==> config.mk <==
export PLATFORM = sky130hd
export DESIGN_NAME = adder_arbiter
export DESIGN_NICKNAME = d
export VERILOG_FILES = /design/src/rtl/adder_arbiter.sv
export SDC_FILE = /design/constraint.sdc
export NUM_CORES = 1
export LEC_CHECK = 0
export BUFFER_PORTS_ARGS = -buffer_cell sky130_fd_sc_hd__buf_2
export CAP_MARGIN = 20
export CORE_MARGIN = 2
export CORE_UTILIZATION = 40
export DETAILED_ROUTE_END_ITERATION = 8
export PLACE_DENSITY = 0.7
export SKIP_LAST_GASP = 1
export SYNTH_ARGS = -nofsm -noshare
export SYNTH_HDL_FRONTEND = slang
export SYNTH_SLANG_ARGS = --single-unit
==> constraint.sdc <==
create_clock -name clk -period 3.4 [get_ports clk]
set_clock_uncertainty 0.15 [all_clocks]
set_input_delay 0.68 -clock clk [delete_from_list [all_inputs] [get_ports clk]]
set_output_delay 0.68 -clock clk [all_outputs]
set_load 0.03 [all_outputs]
==> src/rtl/adder_arbiter.sv <==
// adder_arbiter: round-robin sharing of one combinational adder between two valid/ready requesters
// Ports: clk/rst (async active-high); req0_*/req1_* operand channels (valid, ready, a, b);
// resp0_valid/resp1_valid + resp0_ready/resp1_ready own the shared registered resp_data;
// busy is high while a result is held; op_count counts completed response handshakes.
module adder #(
    parameter int WIDTH = 32
) (
    input  logic [WIDTH-1:0] a,
    input  logic [WIDTH-1:0] b,
    output logic [WIDTH-1:0] sum
);
    assign sum = a + b;
endmodule

module adder_arbiter #(
    parameter int WIDTH = 32,
    parameter int CNTW  = 16
) (
    input  logic             clk,
    input  logic             rst,
    input  logic             req0_valid,
    output logic             req0_ready,
    input  logic [WIDTH-1:0] req0_a,
    input  logic [WIDTH-1:0] req0_b,
    input  logic             req1_valid,
    output logic             req1_ready,
    input  logic [WIDTH-1:0] req1_a,
    input  logic [WIDTH-1:0] req1_b,
    output logic             resp0_valid,
    input  logic             resp0_ready,
    output logic             resp1_valid,
    input  logic             resp1_ready,
    output logic [WIDTH-1:0] resp_data,
    output logic             busy,
    output logic [CNTW-1:0]  op_count
);
    typedef enum logic {IDLE, RESP} state_t;
    state_t           state;
    logic             last_grant;
    logic             owner;
    logic             win;
    logic             win_any;
    logic             resp_hs;
    logic             accept;
    logic [WIDTH-1:0] op_a;
    logic [WIDTH-1:0] op_b;
    logic [WIDTH-1:0] sum;
    // On a tie the requester that did not win last time goes next.
    always_comb begin
        win_any    = req0_valid | req1_valid;
        win        = (req0_valid & req1_valid) ? ~last_grant : req1_valid;
        resp_hs    = (resp0_valid & resp0_ready) | (resp1_valid & resp1_ready);
        accept     = win_any & ((state == IDLE) | resp_hs);
        req0_ready = accept & ~win;
        req1_ready = accept & win;
        op_a       = win ? req1_a : req0_a;
        op_b       = win ? req1_b : req0_b;
    end
    adder #(.WIDTH(WIDTH)) u_adder (.a(op_a), .b(op_b), .sum(sum));
    always_ff @(posedge clk or posedge rst) begin
        if (rst) begin
            state       <= IDLE;
            last_grant  <= 1'b1;
            owner       <= 1'b0;
            resp_data   <= '0;
            resp0_valid <= 1'b0;
            resp1_valid <= 1'b0;
            busy        <= 1'b0;
            op_count    <= '0;
        end else begin
            if (resp_hs)
                op_count <= op_count + 1'b1;
            // A new acceptance takes priority so back-to-back operations leave no bubble.
            if (accept) begin
                state       <= RESP;
                resp_data   <= sum;
                owner       <= win;
                last_grant  <= win;
                resp0_valid <= ~win;
                resp1_valid <= win;
                busy        <= 1'b1;
            end else if (resp_hs) begin
                state       <= IDLE;
                resp0_valid <= 1'b0;
                resp1_valid <= 1'b0;
                busy        <= 1'b0;
            end
        end
    end
    logic unused_owner;
    assign unused_owner = owner;
endmodule

==> results of run 1 <==
## layer usage
metal	GRT usage, %	up-vias	part of all wire, %
li1	-	2411	-
met1	27.4	2247	42
met2	41.8	156	52
met3	2.94	14	5.6
met4	4.20	0	1.1
met5	0	-	0
## kinds of logic (layout without fill, tap and decap cells)
family / Yosys count / in the layout / share of synthesized area [%]
AND/OR/NAND/NOR: 146 / 146 / 14.6
AO/OA/AOI/OAI: 142 / 142 / 20.5
multiplexers: 64 / 64 / 15.9
flip-flops: 52 / 52 / 28.8
XOR/XNOR: 40 / 40 / 7.75
adder cells (fa/ha/maj): 33 / 33 / 9.30
buffers and inverters: 29 / 304 / 3.13
## report_power, final
group / internal (W) / switching [W]
clock network: 0.000280 / 0.000253
registers: 0.000864 / 0.000170
logic: 0.00132 / 0.00171
total: 0.00247 / 0.00213
## cell usage after synthesis, drive strengths merged, types with 2 or more instances
cell / number
and3: 8
clkbuf: 8
buf: 15
o21bai: 2
or3: 4
nand3: 14
nor3: 5
nand2b: 2
xor2: 17
a21boi: 2
ha: 32
a21o: 15
inv: 6
a31oi: 3
nand4: 12
dfrtp: 51
a31o: 3
nor2: 24
mux2: 63
nand2: 70
xnor2: 23
o21ai: 41
a21oi: 40
o21a: 5
a211oi: 5
a221oi: 2
o31ai: 4
nor2b: 2
o211ai: 11
## state kept, by name, indices dropped and copies added (netlist names)
register / count
resp_data: 32
op_count: 16
last_grant: 1
resp0_valid: 1
resp1_valid: 1
state: 1
## layout make-up
cell class	count	area, um2
Tap cell	140	175
Timing Repair Buffer	290	1820
Clock inverter	3	27.5
Clock buffer	5	125
Sequential cell	52	1300
Fill cell	954	4080
Inverter	6	22.5
Multi-Input combinational cell	425	3380
## timing repair
action                                  4_1_cts  5_1_grt
gates cloned                                  1        1
buffers inserted                              4       11
hold endpoints to repair                      0        0
endpoints found under the setup margin        4       16
pin swaps                                     7       20
resized for setup                            10       34
## critical path, cell delays in order
cell and delay [ns]:
buf_6 0.07, a21boi_4 0.21, buf_12 0.15, buf_12 0.12, mux2_4 0.31, ha_4 0.17, fa_2 0.37, a21oi_4 0.21
o211ai_4 0.13, a31oi_4 0.27, a21oi_4 0.10, o211ai_1 0.29, mux2i_1 0.22, o311ai_1 0.10
## placed cells by master, fill, tap and decap left out, types with 6 or more instances in the layout
master     instances
o21ai_0           33
ha_1              20
a21oi_1           29
dfrtp_1           51
buf_2            184
xor2_1            17
clkbuf_16          6
xnor2_1           23
a21oi_2            8
nor2_1            23
a21o_1            15
o211ai_1           9
nand4_1           12
buf_4             97
and3_1             7
ha_4              10
nand3_1           13
nand2_1           70
mux2_2            59
## per-stage QoR
stage          total power [W]  std cells  hold slack [ns]  setup TNS (ns)  utilization, %
6_report               0.00460        921            0.223        -0.00381            62.7
5_1_grt                0.00493        921            0.257          -0.681            62.7
4_1_cts                0.00443        909            0.231         -0.0951            59.9
3_5_place_dp           0.00382        896            0.315           -4.02            57.5
3_3_place_gp           0.00376        896            0.305           -2.58            57.5
2_1_floorplan          0.00285        506            0.365        -0.00900               -
## worst max path at each step
| stage | from | to | slack [ns] | cells after the start |
|---|---|---|---|---|
| after global placement | req1_valid | resp_data[30] | -0.33 | 13 |
| after CTS | req0_valid | resp_data[30] | -0.02 | 13 |
| after floorplan | req1_valid | resp_data[28] | -0.009 | 12 |
| after global routing | req1_valid | resp_data[30] | -0.09 | 14 |
| after detailed placement | req1_valid | resp_data[30] | -0.40 | 13 |
| final | req1_valid | resp_data[30] | -0.004 | 14 |
==> out/qor.yml, run 1 <==
run_status:
  outcome: "complete, but fails checks"
  violations: "setup timing"
timing:
  hold_viol_final: 0
  fmax_mhz: 294
  drv_slew: 0
  finalCritPeriodShare_pct: 100
  min_period_ns: 3.40
  rsz0062_at_grt: "yes"
  relSlewSlack_pct: 59.6
  worst_slew_pin_slew_ns: 0.606
  worst_slack_ns: -0.00381
  finalSetupViolations: 1
critical_path:
  start_kind: "input pin"
  cp.required_ns: 3.40
  reg2reg_setup_slack_ns: 0.03
  worst_ep_arrival_time_ns: 3.41
  r2r_end: "resp_data[30]"
  r2r-start: "last_grant"
  rr_worst_depth: 13
  path_max_fanout: 6
  path_class: "in2reg"
  end_kind: "flop"
global_route:
  grt_max_degree: 64
  grt_pass1_vias: 4736
  grt_pass1_wl_um: 21700
  overflow: 0
  antenna_found_initial: 0
  grt.total_usage_pct: 22.3
min_path:
  holdCritPathClass: "in2async"
layout:
  drive_gt1_share_pct: 52.4
  design_area_um2: 6850
  synthToLayoutAreaGrowth_pct: 51.6
  antenna_cells: 0
  fin_nets: 947
logic_synthesis:
  syn-instance-count: 506
  synth_area_leaders: "dfrtp_1 28%, mux2_2 16%, ha_1 8.9%, nand2_1 5.8%, xnor2_1 4.5%"
  synth_edf_count: 0
  syn_avg_cell_area_um2: 8.93
  synth_nets: 673
  yosys_warnings: 0
  synthDistinctLibCells: 54
  synth_top_area_cell: "dfrtp_1"
  syn-cell-area_um2: 4520
  yosys.area.top_type_share_pct: 28.2
  seq_area_frac_synth_pct: 28.8
  yosys_register_bits: 52
  synthArstFlopShare_pct: 100
  synth-main-ff-cell: "dfrtp_1"
cts:
  clockBufferDepth: 2
  numCtsBuffers: 5
  h-tree-depth: 2
  clock_latency_ns: 0.29
  clock-sinks: 52
  hold_buffers: 0
  path_clk_slew_ns: 0.08
  cts_tree: "yes"
  cts-root-buf: "clkbuf_16"
die:
  io_pins: 187
  die_x_um: 110
  die_area_um2: 12200
  start_util_pct: 41.3
  std_cell_rows: 38
  chipHeight_um: 110
  core_um2: 10900
routing:
  drcViolationCount: 0
  wl_um: 14000
  via_per_inst: 5.24
  dr.pass1.iters: 4
  via_count: 4828
  drt-initial-drc-count: 296
  drt.antenna.violating_nets: 0
  wire_per_inst_um: 15.2
power_and_ir_drop:
  irDropWorstVdd_mv: 0.491
  p_leak_nw: 3.36
  power_density_nw_per_um2: 671
placement:
  post-place-ws_ns: -0.402
  hpwlAfterDp_um: 10800
  place_area_um2: 6290
  gp_congestion: 0.906
  port_buffers: 186
run:
  maxCapViolCount: 0
No activity file was read; power rests on OpenSTA's default activity.
==> run 2: changes to the inputs <==
==> config.mk (replaced) <==
export PLATFORM = sky130hd
export DESIGN_NAME = adder_arbiter
export DESIGN_NICKNAME = d
export VERILOG_FILES = /design/src/rtl/adder_arbiter.sv
export SDC_FILE = /design/constraint.sdc
export NUM_CORES = 1
export LEC_CHECK = 0
export CAP_MARGIN = 20
export CORE_MARGIN = 2
export CORE_UTILIZATION = 40
export DETAILED_ROUTE_END_ITERATION = 8
export DONT_BUFFER_PORTS = 1
export PLACE_DENSITY = 0.55
export SKIP_LAST_GASP = 1
export SYNTH_ARGS = -nofsm -noshare
export SYNTH_HDL_FRONTEND = slang
export SYNTH_HIERARCHICAL = 1
export SYNTH_SLANG_ARGS = --single-unit
==> out/qor.yml, run 2 <==
routing:
  via_count: 4124
  drt.antenna.violating_nets: 0
  wl_um: 13400
  dr.pass1.iters: 4
  drcViolationCount: 0
  wire_per_inst_um: 18.1
  via_per_inst: 5.57
  drt-initial-drc-count: 164
logic_synthesis:
  yosys_register_bits: 52
  yosysMostFrequentCell: "mux2_2"
  synthArstFlopShare_pct: 100
  seq_area_frac_synth_pct: 26.0
  syn_avg_cell_area_um2: 10.3
  yosys.area.top_type_share_pct: 25.4
  synth_top_area_cell: "dfrtp_1"
  yosys_warnings: 6
  syn-cell-area_um2: 5020
  synthDistinctLibCells: 75
  synth-main-ff-cell: "dfrtp_1"
  ys_top_cells_by_count: "65 x mux2_2, 51 x dfrtp_1, 32 x ha_1, 31 x nand2_1, 30 x mux2_4"
  syn-instance-count: 489
  synth_area_leaders: "dfrtp_1 25%, mux2_2 15%, mux2_4 9.0%, ha_1 8.0%, xnor2_1 4.0%"
  synth_nets: 656
  synth_edf_count: 0
cts:
  cts-root-buf: "clkbuf_16"
  numCtsBuffers: 5
  clockBufferDepth: 2
  h-tree-depth: 2
  clock_latency_ns: 0.30
  path_clk_slew_ns: 0.08
  clock-sinks: 52
  cts_tree: "yes"
  hold_buffers: 0
layout:
  top_register: "resp_data"
  reg_top3: "resp_data (32), op_count (16)"
  layout_common_cells: "85 x buf_4, 53 x mux2_2, 51 x dfrtp_1, 42 x mux2_4, 30 x nand2_1"
  fin_nets: 739
  synthToLayoutAreaGrowth_pct: 29.5
  final_cells: 741
  design_area_um2: 6500
  largest_register_ff_count: 32
  final_common_cell: "buf_4"
  drive_gt1_share_pct: 46.2
  antenna_cells: 0
critical_path:
  path_max_fanout: 6
  critPathBufInv: 3
  cp.required_ns: 3.44
  crit_chain: "a21boi_4 > buf_12 > buf_12 > clkbuf_16 > mux2_4 > ha_4 > and3_4 > a211o_1 > o311ai_4 > o21ai_1 > a221oi_1 > nand3_1 > mux2_1"
  rr_worst_depth: 13
  start_kind: "flop"
  path_class: "reg2reg"
  r2r_end: "resp_data[26]"
  critPathLaunch: "last_grant"
  worst_ep_arrival_time_ns: 3.54
  crit_top_cell: "buf_12"
  cp_slowest_cell: "dfstp_2"
  critical_path_cell_count: 13
  cpLargestDelayFamily: "compound AO/OA/AOI/OAI gates"
  reg2reg_setup_slack_ns: -0.10
  r2r-start: "last_grant"
  critPathMaxStageDelay_ns: 0.56
  end_kind: "flop"
power_and_ir_drop:
  power_density_nw_per_um2: 734
  p_sw_share_pct: 45.0
  switchingPower_w: 0.00215
  clkPwrFrac_pct: 11.3
  irDropWorstVdd_mv: 0.249
  p_comb_share_pct: 55.0
  p_leak_nw: 2.82
  internal_power_w: 0.00263
  pwr-share-seq_pct: 33.7
timing:
  relSlewSlack_pct: 55.1
  worst_slew_pin_slew_ns: 0.672
  fmax_mhz: 286
  whs_ns: 0.174
  finalCritPeriodShare_pct: 103
  drv_slew: 0
  worst_slack_ns: -0.102
  finalSetupViolations: 7
  min_period_ns: 3.50
  hold_viol_final: 0
  rsz0062_at_grt: "yes"
placement:
  port_buffers: 0
  hpwlAfterDp_um: 9930
  place_area_um2: 5820
  gp_congestion: 0.836
  dp.cells: 719
  post-place-ws_ns: -0.571
die:
  start_util_pct: 41.4
  chipHeight_um: 116
  io_pins: 187
  std_cell_rows: 40
  die_x_um: 116
  core_um2: 12100
  die_area_um2: 13500
run_status:
  violations: "setup timing"
  outcome: "complete, but fails checks"
global_route:
  antenna_found_initial: 0
  overflow: 0
  grt_pass1_vias: 4087
  grt_pass1_wl_um: 19900
  grt.total_usage_pct: 18.6
  grt_max_degree: 33
min_path:
  holdCritPathClass: "in2async"
run:
  maxCapViolCount: 0
==> run 2: cell count changes in the layout (fill, tap and decap cells not counted), sizes merged, moves of 7 or more <==
| cell | change |
|---|---|
| a21oi | -10 |
| o21ai | -27 |
| mux2 | +34 |
| nand2 | -39 |
| buf | -195 |
| inv | +7 |
| and4 | +7 |
==> run 2: logic make-up (layout without fill, tap and decap cells) <==
family | count (synthesis) | in the layout | share of synthesized area (%)
simple gates | 118 | 118 | 12.8
compound gates | 115 | 115 | 17.3
mux | 101 | 101 | 24.8
flops | 52 | 52 | 26.0
xor+xnor | 38 | 38 | 6.64
fa+ha+maj | 33 | 33 | 8.38
buf+inv | 32 | 116 | 4.17
==> run 2: layout make-up <==
| type | instances | area (um2) |
|---|---|---|
| Clock buffer | 5 | 125 |
| Sequential cell | 52 | 1300 |
| Clock inverter | 3 | 25.0 |
| Timing Repair Buffer | 96 | 842 |
| Multi-Input combinational cell | 405 | 3950 |
| Inverter | 12 | 45.0 |
| Fill cell | 1098 | 5610 |
| Tap cell | 168 | 210 |
==> run 2: how the worst max path moves through the flow <==
| stage | end | slack, ns |
|---|---|---|
| finish | resp_data[26] | -0.10 |
| CTS | resp_data[26] | -0.13 |
| detailed placement | resp_data[26] | -0.57 |
| floorplan | resp_data[18] | -0.29 |
| global route | resp_data[26] | -0.23 |
| global placement | resp_data[26] | -0.50 |
==> run 2: metrics by stage <==
stage	setup TNS, ns	total power, W	utilization [%]
floorplan	-1.85	0.00332	-
global placement	-6.24	0.00394	48.0
detailed placement	-7.29	0.00398	48.0
CTS	-0.822	0.00462	50.5
global route	-1.38	0.00509	53.6
finish	-0.361	0.00477	53.6
==> run 2: what timing repair did <==
| action | 4_1_cts | 5_1_grt |
|---|---|---|
| pin swaps | 6 | 23 |
| cloned | 2 | 3 |
| resized for setup | 15 | 48 |
| setup buffers | 2 | 9 |
| endpoints found under the setup margin | 12 | 19 |
==> run 2: metal layers <==
metal  up-vias  wire [um]  GRT usage (%)
met5         -          0              0
met4         0        157           4.84
met3         8        683           3.61
met2       123       6530           32.0
met1      1997       6020           23.8
li1       1996          -              -
==> run 2: power by group through the flow <==
stage	Combinational (W)	Clock (W)	Sequential, W
floorplan	0.00180	0	0.00152
global placement	0.00231	0	0.00162
detailed placement	0.00235	0	0.00163
CTS	0.00245	0.000557	0.00162
global route	0.00286	0.000583	0.00165
finish	0.00262	0.000540	0.00161
